==> src/rtl/q2_mon_pkg.sv <==
`default_nettype none
// ============================================================================
// Module  : q2_mon_pkg
// Brief   : Shared types and saturating-count helpers for the Q2 event monitor.
// Revision: 1.0 - initial release
// ============================================================================
package q2_mon_pkg;

    typedef enum logic [0:0] {
        IDLE  = 1'b0,
        COUNT = 1'b1
    } state_t;

    localparam int unsigned C_MAX_CNT_W = 32;

    // All-ones value of a counter that is `width` bits wide.
    function automatic logic [C_MAX_CNT_W-1:0] sat_max(input int unsigned width);
        if (width >= C_MAX_CNT_W) begin
            return '1;
        end
        return (32'd1 << width) - 32'd1;
    endfunction

    function automatic logic [C_MAX_CNT_W-1:0] sat_inc(
        input logic [C_MAX_CNT_W-1:0] cnt,
        input logic                   inc,
        input logic [C_MAX_CNT_W-1:0] max
    );
        if (inc && (cnt < max)) begin
            return cnt + 32'd1;
        end
        return cnt;
    endfunction

endpackage
`default_nettype wire

==> src/rtl/q2_event_monitor_edge.sv <==
`default_nettype none
// ============================================================================
// Module  : edge_rise_det
// Brief   : One-cycle rising-edge pulse; the history register updates every cycle.
// Revision: 1.0 - initial release
// ============================================================================
module edge_rise_det (
    input  logic clk,
    input  logic rst,
    input  logic i_d,
    output logic o_rise
);

    logic r_q;

    always_ff @(posedge clk) begin
        if (rst) begin
            r_q <= 1'b0;
        end else begin
            r_q <= i_d;
        end
    end

    assign o_rise = i_d & ~r_q;

endmodule
`default_nettype wire

==> src/rtl/q2_event_monitor.sv <==
`default_nettype none
// ============================================================================
// Module  : q2_event_monitor
// Brief   : Windowed rising-edge counter and b&c overlap detector for the Q2
//           circuit, reporting each window over a valid/ready interface.
// Revision: 1.0 - initial release
// ============================================================================
module q2_event_monitor
    import q2_mon_pkg::*;
#(
    parameter int WINDOW = 16,
    parameter int CNT_W  = 8
) (
    input  logic             clk,
    input  logic             rst,
    input  logic             en,
    input  logic             b,
    input  logic             c,
    output logic             rpt_valid,
    input  logic             rpt_ready,
    output logic [CNT_W-1:0] rpt_b_cnt,
    output logic [CNT_W-1:0] rpt_c_cnt,
    output logic             rpt_both,
    output logic             overrun,
    output logic             busy
);

    localparam int                 c_win_w    = (WINDOW > 2) ? $clog2(WINDOW) : 1;
    localparam logic [c_win_w-1:0] c_win_last = c_win_w'(WINDOW - 1);
    localparam logic [CNT_W-1:0]   c_sat_max  = CNT_W'(sat_max(CNT_W));

    state_t             r_state;
    state_t             w_state_nxt;
    logic [c_win_w-1:0] r_win_cnt;
    logic [CNT_W-1:0]   r_b_cnt;
    logic [CNT_W-1:0]   r_c_cnt;
    logic               r_both_seen;

    logic               w_rise_b;
    logic               w_rise_c;
    logic               w_win_end;
    logic               w_abandon;
    logic [CNT_W-1:0]   w_b_fin;
    logic [CNT_W-1:0]   w_c_fin;
    logic               w_both_fin;

    logic               r_rpt_valid;
    logic [CNT_W-1:0]   r_rpt_b_cnt;
    logic [CNT_W-1:0]   r_rpt_c_cnt;
    logic               r_rpt_both;
    logic               r_overrun;

    edge_rise_det u_rise_b (
        .clk    (clk),
        .rst    (rst),
        .i_d    (b),
        .o_rise (w_rise_b)
    );

    edge_rise_det u_rise_c (
        .clk    (clk),
        .rst    (rst),
        .i_d    (c),
        .o_rise (w_rise_c)
    );

    // Window totals including the current cycle's events.
    assign w_b_fin    = CNT_W'(sat_inc(C_MAX_CNT_W'(r_b_cnt), w_rise_b, C_MAX_CNT_W'(c_sat_max)));
    assign w_c_fin    = CNT_W'(sat_inc(C_MAX_CNT_W'(r_c_cnt), w_rise_c, C_MAX_CNT_W'(c_sat_max)));
    assign w_both_fin = r_both_seen | (b & c);

    always_ff @(posedge clk) begin
        if (rst) begin
            r_state <= IDLE;
        end else begin
            r_state <= w_state_nxt;
        end
    end

    always_comb begin
        w_state_nxt = r_state;
        w_win_end   = 1'b0;
        w_abandon   = 1'b0;
        case (r_state)
            IDLE: begin
                if (en) begin
                    w_state_nxt = COUNT;
                end
            end
            COUNT: begin
                // The final cycle always reports; en only decides whether to continue.
                if (r_win_cnt == c_win_last) begin
                    w_win_end   = 1'b1;
                    w_state_nxt = en ? COUNT : IDLE;
                end else if (!en) begin
                    w_abandon   = 1'b1;
                    w_state_nxt = IDLE;
                end
            end
            default: begin
                w_state_nxt = IDLE;
            end
        endcase
    end

    // Accumulate only mid-window; IDLE, window end and abandon all clear.
    always_ff @(posedge clk) begin
        if (rst) begin
            r_win_cnt   <= '0;
            r_b_cnt     <= '0;
            r_c_cnt     <= '0;
            r_both_seen <= 1'b0;
        end else if ((r_state == COUNT) && !w_win_end && !w_abandon) begin
            r_win_cnt   <= r_win_cnt + c_win_w'(1);
            r_b_cnt     <= w_b_fin;
            r_c_cnt     <= w_c_fin;
            r_both_seen <= w_both_fin;
        end else begin
            r_win_cnt   <= '0;
            r_b_cnt     <= '0;
            r_c_cnt     <= '0;
            r_both_seen <= 1'b0;
        end
    end

    always_ff @(posedge clk) begin
        if (rst) begin
            r_rpt_valid <= 1'b0;
            r_rpt_b_cnt <= '0;
            r_rpt_c_cnt <= '0;
            r_rpt_both  <= 1'b0;
            r_overrun   <= 1'b0;
        end else if (w_win_end) begin
            r_rpt_valid <= 1'b1;
            r_rpt_b_cnt <= w_b_fin;
            r_rpt_c_cnt <= w_c_fin;
            r_rpt_both  <= w_both_fin;
            if (r_rpt_valid && !rpt_ready) begin
                r_overrun <= 1'b1;
            end
        end else if (r_rpt_valid && rpt_ready) begin
            r_rpt_valid <= 1'b0;
        end
    end

    assign rpt_valid = r_rpt_valid;
    assign rpt_b_cnt = r_rpt_b_cnt;
    assign rpt_c_cnt = r_rpt_c_cnt;
    assign rpt_both  = r_rpt_both;
    assign overrun   = r_overrun;
    assign busy      = (r_state == COUNT);

endmodule
`default_nettype wire

==> config.mk <==
export PLATFORM = sky130hd
export DESIGN_NAME = q2_event_monitor
export DESIGN_NICKNAME = d
export VERILOG_FILES = /design/src/rtl/q2_mon_pkg.sv /design/src/rtl/q2_event_monitor_edge.sv /design/src/rtl/q2_event_monitor.sv
export SDC_FILE = /design/constraint.sdc
export NUM_CORES = 1
export LEC_CHECK = 0
export BUFFER_PORTS_ARGS = -buffer_cell sky130_fd_sc_hd__buf_4
export CAP_MARGIN = 10
export CELL_PAD_IN_SITES_DETAIL_PLACEMENT = 0
export CELL_PAD_IN_SITES_GLOBAL_PLACEMENT = 1
export CORE_ASPECT_RATIO = 0.9
export CORE_MARGIN = 2
export CORE_UTILIZATION = 45
export CTS_CLUSTER_SIZE = 24
export DETAILED_ROUTE_END_ITERATION = 10
export GPL_ROUTABILITY_DRIVEN = 0
export GPL_TIMING_DRIVEN = 0
export MAX_ROUTING_LAYER = met4
export PLACE_DENSITY_LB_ADDON = 0.1
export REMOVE_ABC_BUFFERS = 1
export SLEW_MARGIN = 30
export SYNTH_ARGS = -nofsm -noshare
export SYNTH_HDL_FRONTEND = slang
export SYNTH_SLANG_ARGS = --single-unit
==> constraint.sdc <==
create_clock -name clk -period 3.35 [get_ports clk]
set_clock_uncertainty 0.15 [all_clocks]
set_input_delay 0.67 -clock clk [delete_from_list [all_inputs] [get_ports clk]]
set_output_delay 0.67 -clock clk [all_outputs]
set_load 0.005 [all_outputs]
# [Word level (Yosys, flattened, before mapping)]
# Index checks and enable logic that the tools add are counted.
[word_totals] register_bits=43 romBits=0 latch_bits=0 out_inout_bits=20 wordCells=51 ramBits=0 input_bits=6 mem_count=0
[classes] n_mux=14 add_sub_neg=3 n_eq_ne=1 multipliers=0 magnitude_cmp=2 n_div=0 shift=0 n_reduce_logical=12 bitwise_logic=7
[op_table] cell="$mux 8" count=4
[op_table] cell="$add 8x1->8 const B" count=2
[op_table] cell="$lt 8x8->1 const B" count=2
[op_table] cell="$mux 1" count=10
[op_table] cell="$logic_and 1x1->1" count=6
[op_table] cell="$add 4x1->4 const B" count=1
[op_table] cell="$eq 4x4->1 const B" count=1
[op_table] cell="$and 1x1->1" count=3
[op_table] cell="$logic_not 1->1" count=3
[op_table] cell="$not 1->1" count=3
[op_table] cell="$reduce_and 2->1" count=1
[op_table] cell="$reduce_bool 2->1" count=1
[op_table] cell="$reduce_or 2->1" count=1
[op_table] cell="$or 1x1->1" count=1

# [Depth between registers and ports, before layout]
[depth] ltp_word=8 depth_mapped=6 ltp_nobuf=5

# [Hierarchy]
# A second synthesis with hierarchy kept.
[unflattened] cells_unflattened=193 hier_area_um2=1793.0
[by_module_without_submodules] mod="q2_event_monitor" seq_area_each_um2=820.8 n_inst=1 area_each_um2=1697.9 cells_each=187
[by_module_without_submodules] mod="edge_rise_det" seq_area_each_um2=20.0 n_inst=2 area_each_um2=47.5 cells_each=3

# [Least setup slack after synthesis]
# OpenSTA, ideal clock, no wires.
[synth_path] path_type="input to register" from="input c" to="register r_c_cnt[3]" arrival_ns=1.455 path_stages=4 n_path_buf=0 required_time_ns=3.129 setup_time_ns=0.071 path_slack_ns=1.674 cell_sequence="and2b_2 > nand4_1 > or3_1 > a21oi_1"
[synth_between] elab_chain_len=4
[synth_rtl] item="start, declared" line_no="q2_event_monitor.sv:18" text="input logic c,"
[synth_rtl] item="$and 1x1->1" line_no="q2_event_monitor_edge.sv:24" text="assign o_rise = i_d & ~r_q;"
[synth_rtl] item="$logic_and 1x1->1" line_no="q2_mon_pkg.sv:29" text="if (inc && (cnt < max)) begin"
[synth_rtl] item="$mux 1" line_no="q2_mon_pkg.sv:29"
[synth_rtl] item="$mux 8" line_no="q2_mon_pkg.sv:32" text="return cnt;"
[synth_rtl] item="end signal, assigned" line_no="q2_event_monitor.sv:116" text="r_c_cnt <= w_c_fin;"
[synth_rtl] item="end, declared" line_no="q2_event_monitor.sv:36" text="logic [CNT_W-1:0] r_c_cnt;"
# No other way between the ends.
# A chain may end at the register's enable or synchronous reset.

# [Final worst setup path]
[layout_path] from="register r_win_cnt[0]" to="register r_rpt_b_cnt[7], in the netlist rpt_b_cnt[7]"
[layout_between] elab_chain_len=3
[layout_rtl] item="start, declared" line_no="q2_event_monitor.sv:34" text="logic [c_win_w-1:0] r_win_cnt;"
[layout_rtl] item="start signal, assigned" line_no="q2_event_monitor.sv:114" text="r_win_cnt <= r_win_cnt + c_win_w'(1);"
[layout_rtl] item="$eq 4x4->1" line_no="q2_event_monitor.sv:92" text="if (r_win_cnt == c_win_last) begin"
[layout_rtl] item="$mux 1" line_no="q2_event_monitor.sv:92"
[layout_rtl] item="$mux 1" line_no="q2_event_monitor.sv:84" text="case (r_state)"
[layout_rtl] item="end signal, assigned" line_no="q2_event_monitor.sv:135" text="r_rpt_b_cnt <= w_b_fin;"
[layout_rtl] item="end, declared" line_no="q2_event_monitor.sv:48" text="logic [CNT_W-1:0] r_rpt_b_cnt;"
# No other way between the ends.

==> run metrics <==
critical path class=flip-flop to flip-flop; Final setup viols=0; crit path launch type=flip-flop; initial antenna violation count=0; Setup crit end=rpt_b_cnt[7]; clock-pin transition on the worst setup and hold timing paths=0.08 ns; Root Buffer=clkbuf_8; drt via density=5.54; IO buf count=25; register area share after synthesis=47.3%; post-CTS resize count=0; Post-CTS Setup Bufs=0; reg2reg end=rpt_b_cnt[7]; first-pass GRT wire length=~6.4 mm; delay-heaviest family, CP=simple AND/OR/NAND/NOR gates; Stages on worst setup path=4; IO Pins=26; initial core utilization=47.8%; period utilization=62.1%; DIE AREA=between 4000 and 5000 µm²; # rows=21; R2R depth=4; Mean Syn Cell Area=8.84 µm²; FFs w/ async S/R, synth=0%; largest net degree at the start of global routing=25; MaxCap Viol Count=0; CP arrival=2.11 ns; antenna fix cells=0; Syn-to-layout area delta=16.2%; cells after synthesis=about 200; total CTS buffers=5; clock sink count=43; commonest cells in the synthesized netlist=dfxtp_1, nor2_1, nand2_1, a21oi_1, a211oi_1; Min-Delay Path Class=flip-flop to flip-flop; Peak VDD IR=roughly 240 µV; Setup crit start=r_win_cnt[0]; crit path time final=2.08 ns; Final Power=0.895 mW; worst-path maximum fanout=24; Yosys reg bits=between 40 and 50; gr usage total=approximately 18%; Critical R2R Launch=r_win_cnt[0]; cell with the most instances after synthesis=dfxtp_1; worst reg-to-reg setup slack=1.27 ns; Crit path largest cell delay=0.82 ns; crit-path cells=ha_1 > and4_1 > nor2_1 > a2111oi_2; Leakage=0.789 nW; vias in the first global route=1422; Skew-Pair Late Insertion Delay=~0.28 ns; core area=3810 µm²; total iterations of the first detailed-routing run=4; CTS tree=built; filler cell count in the final layout=363; largest cells by area after synthesis=dfxtp_1, nor2_1, a211oi_1; max-slew violation count=0; H-tree depth=2; Detailed Route WL=around 3.7 mm; fin area=2120 µm²; pin slew with the least headroom to its limit=0.893 ns; Hold Slack=0.302 ns; synth warn=0; Worst EP required=3.38 ns; Unique masters post-synth=44; Critical Path End Type=flip-flop; share of the synthesized area in the top cell type=47.3%; Hold Vio Cnt, Final=0; Max Freq=480 MHz; top_reg_cell synth=dfxtp_1; post-synth top area cell=dfxtp_1; fraction of layout cells with a size suffix above 1=17.1%; Mapped Area=1820 µm²; GRT overflow=0; die height=64.3 µm; Longest Clk Path Bufs=2; drt initial violations=101; RSZ-0062 raised after global routing=no; DRC Markers=0; Setup TNS=0 ns; number of flops mapped to enable cells by yosys=0; wire length per cell=approximately 13 µm; Slew HR=40.4%; status=complete, no violations; Buf/Inv on CP=0; Die Wd=71.0 µm; pwr dens=423 nW/µm²; Detail Route Antenna Nets=0; routed vias=between 1.5k and 2k; hold_buf cts=0; CP max-delay cell=and4_1; dpl cell area=2020 µm²; Total Nets Final=236; Detailed Place HPWL=2.50 mm
## worst register-to-register path, cell delays in order, from the launching register on
cell,delay [ns]
dfxtp_1,0.36
ha_1,0.24
and4_1,0.82
nor2_1,0.12
a2111oi_2,0.30
## metal layers
| metal | share of wire, % | GRT usage, % | wire, µm | vias to the layer above |
|---|---|---|---|---|
| met5 | 0 | - | 0 | - |
| met4 | 0.49 | 5.19 | 18 | 0 |
| met3 | 4.5 | 3.94 | 164 | 2 |
| met2 | 42 | 25.7 | 1520 | 34 |
| met1 | 53 | 25.4 | 1950 | 702 |
| li1 | - | - | - | 780 |
## how the worst min path moves through the flow
stage / from / depth (start not counted) / endpoint
2_1_floorplan: r_win_cnt[0] / 1 / r_win_cnt[0]
5_1_grt: rpt_c_cnt[4] / 2 / rpt_c_cnt[4]
4_1_cts: r_win_cnt[0] / 1 / r_win_cnt[0]
6_report: r_win_cnt[0] / 1 / r_win_cnt[0]
3_3_place_gp: r_win_cnt[0] / 1 / r_win_cnt[0]
3_5_place_dp: r_win_cnt[0] / 1 / r_win_cnt[0]
## layout make-up
type	instances	area, µm²	share of cell area (%)
flip-flops and latches	43	861	40.7
multi-input cells	148	895	42.3
well taps	46	57.6	2.72
inverters	4	15.0	0.710
clock buffers	8	100	4.73
repair buffers	25	188	8.87
## logic make-up after synthesis
| group | share of synthesized area [%] |
|---|---|
| muxes | 1.65 |
| AOI/OAI and AO/OA | 18.5 |
| buffers and inverters | 3.57 |
| DFF | 47.3 |
| adders and majority gates | 2.06 |
| and+or+nand+nor | 24.5 |
| xor gates and xnor gates | 2.41 |
## stage by stage
stage | util [%] | worst slack, ns | std cells
after global placement | 52.9 | 1.28 | 266
after global routing | 55.5 | 1.09 | 274
final | 55.5 | 1.27 | 274
after CTS | 55.5 | 1.23 | 274
after floorplan | - | 1.59 | 195
after detailed placement | 52.9 | 1.25 | 266
## placed cells by master, fill, tap and decap left out, types with 5 or more instances in the layout
| cell | Yosys | final |
|---|---|---|
| o21ai_0 | 6 | 6 |
| dfxtp_1 | 43 | 43 |
| a21oi_1 | 11 | 11 |
| o211ai_1 | 7 | 7 |
| nor2_1 | 35 | 35 |
| clkbuf_8 | 0 | 7 |
| nand2_1 | 14 | 14 |
| and3_1 | 5 | 5 |
| nand3_1 | 6 | 6 |
| a211oi_1 | 9 | 9 |
| buf_4 | 1 | 25 |
| nor3_1 | 6 | 6 |
## report_power, final
group          internal (mW)  total, mW  switching (mW)
clock                  0.188      0.354           0.166
combinational         0.0111     0.0252          0.0141
sequential             0.513      0.515         0.00208
## registers in the layout (all words and copies together) (netlist names)
name and flops:
busy 1, u_rise_b.r_q 1, u_rise_c.r_q 1, r_b_cnt 8, rpt_both 1, rpt_b_cnt 8, rpt_valid 1, r_win_cnt 4
rpt_c_cnt 8, overrun 1, r_both_seen 1, r_c_cnt 8
(Power assumes the default switching activity.)
